==> config.mk <==
export PLATFORM = sky130hd
export DESIGN_NAME = insn_fetch_flat
export DESIGN_NICKNAME = d
export VERILOG_FILES = /design/src/rtl/insn_fetch_if.sv /design/src/rtl/insn_fetch.sv /design/src/flat_wrapper.sv
export SDC_FILE = /design/constraint.sdc
export NUM_CORES = 1
export LEC_CHECK = 0
export CAP_MARGIN = 20
export CELL_PAD_IN_SITES_DETAIL_PLACEMENT = 0
export CELL_PAD_IN_SITES_GLOBAL_PLACEMENT = 1
export CORE_ASPECT_RATIO = 1.25
export CORE_MARGIN = 10
export CORE_UTILIZATION = 43
export DETAILED_ROUTE_END_ITERATION = 8
export GPL_TIMING_DRIVEN = 0
export PLACE_DENSITY_LB_ADDON = 0.1
export SLEW_MARGIN = 20
export SYNTH_ARGS = -nofsm -noshare
export SYNTH_HDL_FRONTEND = slang
export SYNTH_SLANG_ARGS = --single-unit
==> constraint.sdc <==
create_clock -name clk -period 10.8 [get_ports clk]
set_clock_uncertainty 0.05 [all_clocks]
set_input_delay 2.16 -clock clk [delete_from_list [all_inputs] [get_ports clk]]
set_output_delay 2.16 -clock clk [all_outputs]
set_load 0.05 [all_outputs]
==> src/rtl/insn_fetch_if.sv <==
// Fetch-stage bundle: instruction-memory port, redirect input and the
// valid/ready instruction stream toward the decoder.
interface insn_fetch_if #(
  parameter int unsigned XLEN = 64
);
  logic            imem_req;
  logic [XLEN-1:0] imem_addr;
  logic            imem_rvalid;
  logic [31:0]     imem_rdata;
  logic            redirect_valid;
  logic [XLEN-1:0] redirect_pc;
  logic            insn_valid;
  logic [31:0]     insn;
  logic [XLEN-1:0] insn_pc;
  logic            insn_ready;

  modport master (
    output imem_req, imem_addr, insn_valid, insn, insn_pc,
    input  imem_rvalid, imem_rdata, redirect_valid, redirect_pc, insn_ready
  );

  modport slave (
    input  imem_req, imem_addr, insn_valid, insn, insn_pc,
    output imem_rvalid, imem_rdata, redirect_valid, redirect_pc, insn_ready
  );
endinterface

==> src/rtl/insn_fetch.sv <==
// Instruction fetch: PC, 1-cycle imem reads, small PC-tagged FIFO, redirect flush.
// Optional FETCH_PERF_CNT_EN adds a 64-bit accepted-instruction counter.
module insn_fetch #(
  parameter int unsigned      XLEN       = 64,
  parameter logic [XLEN-1:0]  RESET_PC   = '0,
  parameter int unsigned      FIFO_DEPTH = 2
) (
  input  logic           clk,
  input  logic           reset,
  insn_fetch_if.master   bus
`ifdef FETCH_PERF_CNT_EN
  ,
  output logic [63:0]    fetch_count
`endif
);
  localparam int AW = $clog2(FIFO_DEPTH);

  typedef enum logic [1:0] {BOOT, FETCH, KILL} state_t;

  typedef struct packed {
    logic [XLEN-1:0] pc;
    logic [31:0]     word;
  } entry_t;

  state_t          state, state_nx;
  logic            fetching, kill;
  logic [XLEN-1:0] pc, req_pc;
  logic            inflight;
  entry_t          mem [FIFO_DEPTH];
  entry_t          head, last;
  logic [AW-1:0]   rd_ptr, wr_ptr;
  logic [AW:0]     count;
  logic [AW+1:0]   occ;
  logic            pop, push, req;

  always_ff @(posedge clk or posedge reset) begin
    if (reset) state <= BOOT;
    else       state <= state_nx;
  end

  always_comb begin
    state_nx = state;
    case (state)
      BOOT:    state_nx = FETCH;
      FETCH:   if (bus.redirect_valid && inflight) state_nx = KILL;
      KILL:    state_nx = FETCH;
      default: state_nx = BOOT;
    endcase
  end

  always_comb begin
    fetching = 1'b0;
    kill     = 1'b0;
    case (state)
      FETCH:   fetching = 1'b1;
      KILL:    kill     = 1'b1;
      default: ;
    endcase
  end

  // A pop this cycle frees a slot, so steady state sustains one fetch per cycle.
  assign occ  = {1'b0, count} + {{(AW+1){1'b0}}, inflight} - {{(AW+1){1'b0}}, pop};
  assign req  = fetching & ~bus.redirect_valid & (occ < (AW+2)'(FIFO_DEPTH));
  assign pop  = bus.insn_valid & bus.insn_ready;
  // inflight gate drops any response not matched to a request since reset.
  assign push = bus.imem_rvalid & inflight & ~kill & ~bus.redirect_valid;

  assign bus.imem_req   = req;
  assign bus.imem_addr  = pc;
  assign head           = mem[rd_ptr];
  assign bus.insn_valid = (count != '0);
  assign bus.insn       = bus.insn_valid ? head.word : last.word;
  assign bus.insn_pc    = bus.insn_valid ? head.pc   : last.pc;

  always_ff @(posedge clk or posedge reset) begin
    if (reset) begin
      pc       <= RESET_PC;
      req_pc   <= '0;
      inflight <= 1'b0;
      rd_ptr   <= '0;
      wr_ptr   <= '0;
      count    <= '0;
      last     <= '0;
    end else begin
      inflight <= req;
      if (bus.redirect_valid) pc <= bus.redirect_pc & ~(XLEN'(3));
      else if (req)           pc <= pc + XLEN'(4);
      if (req) req_pc <= pc;
      if (bus.insn_valid) last <= head;
      if (bus.redirect_valid) begin
        rd_ptr <= wr_ptr;
        count  <= '0;
      end else begin
        if (push) wr_ptr <= wr_ptr + AW'(1);
        if (pop)  rd_ptr <= rd_ptr + AW'(1);
        count <= count + {{AW{1'b0}}, push} - {{AW{1'b0}}, pop};
      end
    end
  end

  always_ff @(posedge clk) begin
    if (push) mem[wr_ptr] <= '{pc: req_pc, word: bus.imem_rdata};
  end

`ifdef FETCH_PERF_CNT_EN
  always_ff @(posedge clk or posedge reset) begin
    if (reset)    fetch_count <= '0;
    else if (pop) fetch_count <= fetch_count + 64'd1;
  end
`endif
endmodule

==> src/flat_wrapper.sv <==
// flat-port wrapper written by rule: the top's interface ports become plain ports
module insn_fetch_flat 
#(
  parameter int unsigned      XLEN       = 64,
  parameter logic [XLEN-1:0]  RESET_PC   = '0,
  parameter int unsigned      FIFO_DEPTH = 2
)
  (clk, reset, bus_imem_req, bus_imem_addr, bus_insn_valid, bus_insn, bus_insn_pc, bus_imem_rvalid, bus_imem_rdata, bus_redirect_valid, bus_redirect_pc, bus_insn_ready);
  insn_fetch_if #(.XLEN(XLEN)) bus_i ();
  input  logic clk;
  input  logic reset;
  output wire logic [$bits(bus_i.imem_req)-1:0] bus_imem_req;
  output wire logic [$bits(bus_i.imem_addr)-1:0] bus_imem_addr;
  output wire logic [$bits(bus_i.insn_valid)-1:0] bus_insn_valid;
  output wire logic [$bits(bus_i.insn)-1:0] bus_insn;
  output wire logic [$bits(bus_i.insn_pc)-1:0] bus_insn_pc;
  input wire logic [$bits(bus_i.imem_rvalid)-1:0] bus_imem_rvalid;
  input wire logic [$bits(bus_i.imem_rdata)-1:0] bus_imem_rdata;
  input wire logic [$bits(bus_i.redirect_valid)-1:0] bus_redirect_valid;
  input wire logic [$bits(bus_i.redirect_pc)-1:0] bus_redirect_pc;
  input wire logic [$bits(bus_i.insn_ready)-1:0] bus_insn_ready;
  assign bus_imem_req = bus_i.imem_req;
  assign bus_imem_addr = bus_i.imem_addr;
  assign bus_insn_valid = bus_i.insn_valid;
  assign bus_insn = bus_i.insn;
  assign bus_insn_pc = bus_i.insn_pc;
  assign bus_i.imem_rvalid = bus_imem_rvalid;
  assign bus_i.imem_rdata = bus_imem_rdata;
  assign bus_i.redirect_valid = bus_redirect_valid;
  assign bus_i.redirect_pc = bus_redirect_pc;
  assign bus_i.insn_ready = bus_insn_ready;
  insn_fetch #(.XLEN(XLEN), .RESET_PC(RESET_PC), .FIFO_DEPTH(FIFO_DEPTH)) u_core (.clk(clk), .reset(reset), .bus(bus_i));
endmodule
==> flow_metrics.py, run 1 <==
metrics = {
    "sta": {
        "worst_slack_ps": 2970,
        "finalSetupViolCount": 0,
        "slew_headroom_pct": 36.4,
        "fmax_mhz": 128,
        "fin_crit_sh_pct": 72.5,
        "layout_min_cycle_time_ps": 7830,
        "rsz0062_at_grt": "false",
        "final_max_slew_viol_count": 0,
        "worst_pin_slew_ps": 954,
        "tns_ps": 0,
        "hold_viol": 0,
    },
    "die": {
        "io_pins": 263,
        "initial_core_util_pct": 43.6,
        "die-area_sq_um": 47100,
        "rows": 80,
        "fp.dieH_microns": 240,
        "core_area_sq_um": 38200,
        "die_x_microns": 196,
    },
    "clock_network": {
        "cts-root-buf": "clkbuf_16",
        "h-tree-depth": 2,
        "worstSkewPairLatency_ps": 540,
        "cts-hold-fix-buffers": 0,
        "clkTransAtPathRegs_ps": 60,
        "cts_setup_buffers": 0,
        "tritoncts": "built",
        "clk_path_buf_depth": 3,
        "cts_buffers": 42,
        "cts_resized": 0,
        "cts.sinks": 413,
    },
    "cells_and_area": {
        "stdcell_count": 2237,
        "syn_to_final_growth_pct": 28.8,
        "final_nets": 1817,
        "drive_above_1_share_pct": 5.85,
        "diodes": 0,
    },
    "global_routing": {
        "grt_pass1_vias": 12300,
        "antenna_found_initial": 0,
        "grt.overflow.total": 0,
        "grt.total_usage_pct": 19.7,
        "grt_max_degree": 90,
        "grt_pass1_wl_mm": 72.8,
    },
    "logic_synthesis": {
        "synth_cell_types": 52,
        "yosysTopAreaCellShare_pct": 33.9,
        "synth.ff_latch_count": 413,
        "synth_common_cells": "245 x nand2_1, 225 x dfrtp_1, 188 x edfxtp_1, 134 x nor2_1, 102 x mux2i_1",
        "synth_flop_cell": "dfrtp_1",
        "syn_avg_cell_area_sq_um": 12.0,
        "synthTopCellsByArea": "edfxtp_1 34%, dfrtp_1 34%, mux2i_1 6.1%",
        "yosysMostFrequentCell": "nand2_1",
        "syn_inst": 1394,
        "yosysSeqAreaShare_pct": 67.6,
        "ys_async_sr_fraction_pct": 54.5,
        "synth_edf_count": 188,
        "syn-cell-area_sq_um": 16700,
        "yosys_warnings": 0,
        "netlist.top_cell.by_area": "edfxtp_1",
    },
    "place": {
        "port_buffers": 255,
        "pre_cts_ws_ps": 2960,
        "finalWeightedCongestion": 0.870,
        "hpwl_mm": 34.1,
        "dp_cells": 2160,
    },
    "drt": {
        "vias": 11800,
        "postRouteAntennaNets": 0,
        "wire_per_inst_microns": 20.9,
        "firstDrtPassIters": 5,
        "drcViolationCount": 0,
        "drtIter0Drc": 718,
        "avgViaCountPerCell": 5.28,
        "drt_wl_total_mm": 46.8,
    },
    "critical_path": {
        "worst_path_largest_cell_delay_ps": 930,
        "path_max_fanout": 11,
        "critical_path.cell_chain": "clkdlybuf4s50_1 -> xor2_1 -> nand2_1 -> fa_1 -> nand3b_1 -> nor2_1 -> nand2_1 -> inv_1 -> clkbuf_1 -> clkdlybuf4s50_1",
        "r2r_setup_slack_ps": 6370,
        "crit_path_start_kind": "input pin",
        "path_buf_inv": 4,
        "cp_slowest_cell": "clkdlybuf4s50_1",
        "critical_path_required_ps": 8590,
        "endpoint_kind": "output port",
        "cpLargestDelayFamily": "buffers and inverters",
        "crit_type": "input pin to output port",
        "crit_arrival_ps": 5620,
    },
    "flow_run": {
        "cap_violations": 0,
    },
    "worst_hold_path": {
        "min_path_type": "flop to flop",
    },
    "power": {
        "ir_drop_uv": 194,
        "power_density_nw_per_um2": 335,
        "leakage_nw": 8.31,
    },
    "status": {
        "status": "finished clean",
    },
}
## per-layer routing
metal / share of wire (%) / global-route usage, % / vias up
met5: 0 / 0 / -
met3: 6.1 / 4.01 / 78
met1: 43 / 26.0 / 5713
li1: - / - / 5619
met2: 48 / 31.8 / 394
met4: 3.2 / 6.95 / 0
## cells in the final DEF, fill, tap and decap left out, drive strengths merged, types with 18 or more instances in the layout
cell	count
clkbuf	119
edfxtp	188
dfrtp	225
o21ai	42
clkdlybuf4s50	255
nand2	245
mux2i	102
a31oi	20
xor2	18
buf	34
or4	18
nand4	40
nand3	35
a21oi	97
nor2	134
## path summary, 6_finish.rpt
path / startpoint / to / depth (start not counted)
max: bus_insn_ready / bus_imem_req / 10
min: u_core.req_pc[58] / u_core.mem[0][90] / 0
max reg2reg: u_core.count[1] / u_core.bus.imem_addr[63] / 12
min reg2reg: u_core.req_pc[58] / u_core.mem[0][90] / 0
max in group asynchronous: reset / u_core.bus.imem_addr[16] / 3
min in group asynchronous: reset / u_core.last[11] / 2
## final cells by class
cell class	count	area, sq um
clock buffers	53	1150
well taps	492	616
clock inverters	24	243
inverters	11	48.8
plain buffers	84	340
fillers	3243	16800
repair buffers	271	2750
flip-flops and latches	413	11300
multi-input cells	889	5040
## through the flow
stage                     hold WS (ps)  power (mW)  util [%]  cell area [sq um]
after floorplan                    392        4.56         -              16700
after global placement             401        5.75      51.9              19900
after detailed placement           406        5.79      52.5              20100
after CTS                          420        7.27      56.2              21500
after global routing               441        7.58      56.2              21500
final                              417        7.18      56.2              21500
## sequential cells by signal, summed over array words and instances (netlist names)
register and count:
u_core.last 94, u_core.rd_ptr 1, u_core.wr_ptr 1, u_core.state 2
u_core.inflight 1, u_core.bus.imem_addr 62, u_core.count 2, u_core.mem 188
u_core.req_pc 62
## where the power goes
group,total (mW),internal [mW],switching [mW]
Combinational,3.39,1.01,2.38
Sequential,2.32,2.10,0.220
Clock,1.46,0.858,0.606
## kinds of logic (layout without fill, tap and decap cells)
kind of cell               count (synthesis)  after routing  synth area share [%]
AOI/OAI and AO/OA                        188            188                  6.34
muxes                                    103            103                  6.19
buffers and inverters                     95            443                  2.29
and+or+nand+nor                          558            558                  15.5
adders and majority gates                  4              4                 0.345
DFF                                      413            413                  67.6
other                                      1              4                0.0225
xor gates and xnor gates                  32             32                  1.68
No activity file was read; power rests on OpenSTA's default activity.
==> run 2: changes to the inputs <==
CORE_UTILIZATION = 39   (was 43)
clock period = 7.06 ns   (was 10.8 ns; I/O delays follow)
==> run 2 against run 1 <==
Clock power increased by 62%. Die area up 9.3%. Cell area increased by 1.5%. Sequential power is 53% higher. Hold slack about the same. First-iteration DRC count fell by 14%. Global-route usage decreased by 1.0 points. Critical path type unchanged. Critical endpoint unchanged. Largest power group unchanged.
==> flow_metrics.py, run 2 (synthesis gave the netlist of run 1 again) <==
metrics = {
    "sta": {
        "layout_min_cycle_time_ps": 6330,
        "fmax_mhz": 158,
        "rsz0062_at_grt": "false",
        "slew_headroom_pct": 35.5,
        "worst_pin_slew_ps": 958,
        "fin_crit_sh_pct": 89.6,
        "hold_viol": 0,
        "final_max_slew_viol_count": 0,
        "hold_ws_ps": 417,
        "finalSetupViolCount": 0,
    },
    "cells_and_area": {
        "top_register": "u_core.mem",
        "final_cell_mix": "255 x clkdlybuf4s50_1, 245 x nand2_1, 225 x dfrtp_1, 188 x edfxtp_1, 134 x nor2_1",
        "diodes": 0,
        "final_nets": 1820,
        "final_common_cell": "clkdlybuf4s50_1",
        "largest_reg_flops": 188,
        "top_regs": "u_core.mem x188, u_core.last x94",
        "syn_to_final_growth_pct": 30.7,
        "drive_above_1_share_pct": 6.23,
    },
    "clock_network": {
        "cts_buffers": 43,
        "cts_setup_buffers": 0,
        "cts.sinks": 413,
        "tritoncts": "built",
        "worstSkewPairLatency_ps": 540,
        "cts_resized": 0,
        "h-tree-depth": 2,
        "cts-root-buf": "clkbuf_16",
        "cts-hold-fix-buffers": 0,
        "clk_path_buf_depth": 3,
        "clkTransAtPathRegs_ps": 60,
    },
    "critical_path": {
        "critical_path_required_ps": 5600,
        "crit_path_start_kind": "input pin",
        "crit_type": "input pin to output port",
        "crit_arrival_ps": 4860,
        "endpoint_kind": "output port",
        "path_max_fanout": 11,
    },
    "die": {
        "die-area_sq_um": 51500,
        "core_area_sq_um": 42100,
        "rows": 84,
        "die_x_microns": 205,
        "io_pins": 263,
        "fp.dieH_microns": 251,
        "initial_core_util_pct": 39.6,
    },
    "global_routing": {
        "antenna_found_initial": 0,
        "grt_pass1_vias": 12100,
        "grt_pass1_wl_mm": 74.6,
        "grt.overflow.total": 0,
        "grt.total_usage_pct": 18.7,
        "grt_max_degree": 40,
    },
    "place": {
        "port_buffers": 255,
        "finalWeightedCongestion": 0.851,
        "hpwl_mm": 36.2,
    },
    "status": {
        "status": "finished clean",
    },
    "drt": {
        "postRouteAntennaNets": 0,
        "avgViaCountPerCell": 5.13,
        "drtIter0Drc": 615,
        "drcViolationCount": 0,
        "wire_per_inst_microns": 21.2,
        "vias": 11900,
        "drt_wl_total_mm": 48.8,
        "firstDrtPassIters": 5,
    },
    "worst_hold_path": {
        "min_path_type": "flop to flop",
    },
    "power": {
        "power_density_nw_per_um2": 512,
        "leakage_nw": 8.39,
        "power_mw": 11.2,
        "ir_drop_uv": 359,
    },
    "flow_run": {
        "cap_violations": 0,
    },
}
[run 2: changes by cell type in the layout (fill, tap and decap cells not counted), moves of 3 or more]
cell / change
buf_8: +6
buf_12: +8
inv_6: -3
buf_4: -10
clkinvlp_4: +5
[run 2: area by class of cell]
class / instances / area [sq um]
fill: 3754 / 20300
sequential: 413 / 11300
multi-input combinational: 889 / 5050
timing repair buffer: 273 / 2910
clock buffer: 52 / 1170
tap: 559 / 699
buffer: 84 / 340
clock inverter: 27 / 312
inverter: 11 / 45.0
[run 2: through the flow]
step           setup slack [ps]  cell area (sq um)  util, %  setup TNS, ps  instances
3_5_place_dp                738              20300     48.2              0       2229
3_3_place_gp              -2670              19900     47.3        -256740       2211
6_report                    733              21800     51.7              0       2308
5_1_grt                     503              21800     51.7              0       2308
4_1_cts                     725              21800     51.7              0       2308
2_1_floorplan               656              16700        -              0       1397
[run 2: path summary, 6_finish.rpt]
kind	endpoint	from	cells past startpoint	slack, ps
worst max-delay path	bus_imem_req	bus_insn_ready	10	730
worst min-delay path	u_core.mem[0][90]	u_core.req_pc[58]	0	420
worst max register to register	u_core.bus.imem_addr[58]	u_core.count[1]	11	2560
worst min register to register	u_core.mem[0][90]	u_core.req_pc[58]	0	420
max in group asynchronous	u_core.req_pc[41]	reset	6	4630
min in group asynchronous	u_core.last[25]	reset	2	1140
[run 2: where the power goes]
part	internal [mW]	switching, mW
clock network	1.41	0.949
registers	3.22	0.337
logic	1.56	3.68
[run 2: layer usage]
layer	share of wire, %	track usage, %	vias up
li1	-	-	5619
met1	44	24.4	5830
met2	49	30.9	322
met3	5.1	3.67	80
met4	2.6	5.45	0
met5	0	0	-
[run 2: critical path: stages]
cell	delay, ps
clkdlybuf4s50_1	550
xor2_1	160
nand2_1	80
fa_1	510
nand3b_1	140
nor2_1	240
nand2_1	210
inv_1	230
clkbuf_1	380
clkdlybuf4s50_1	930
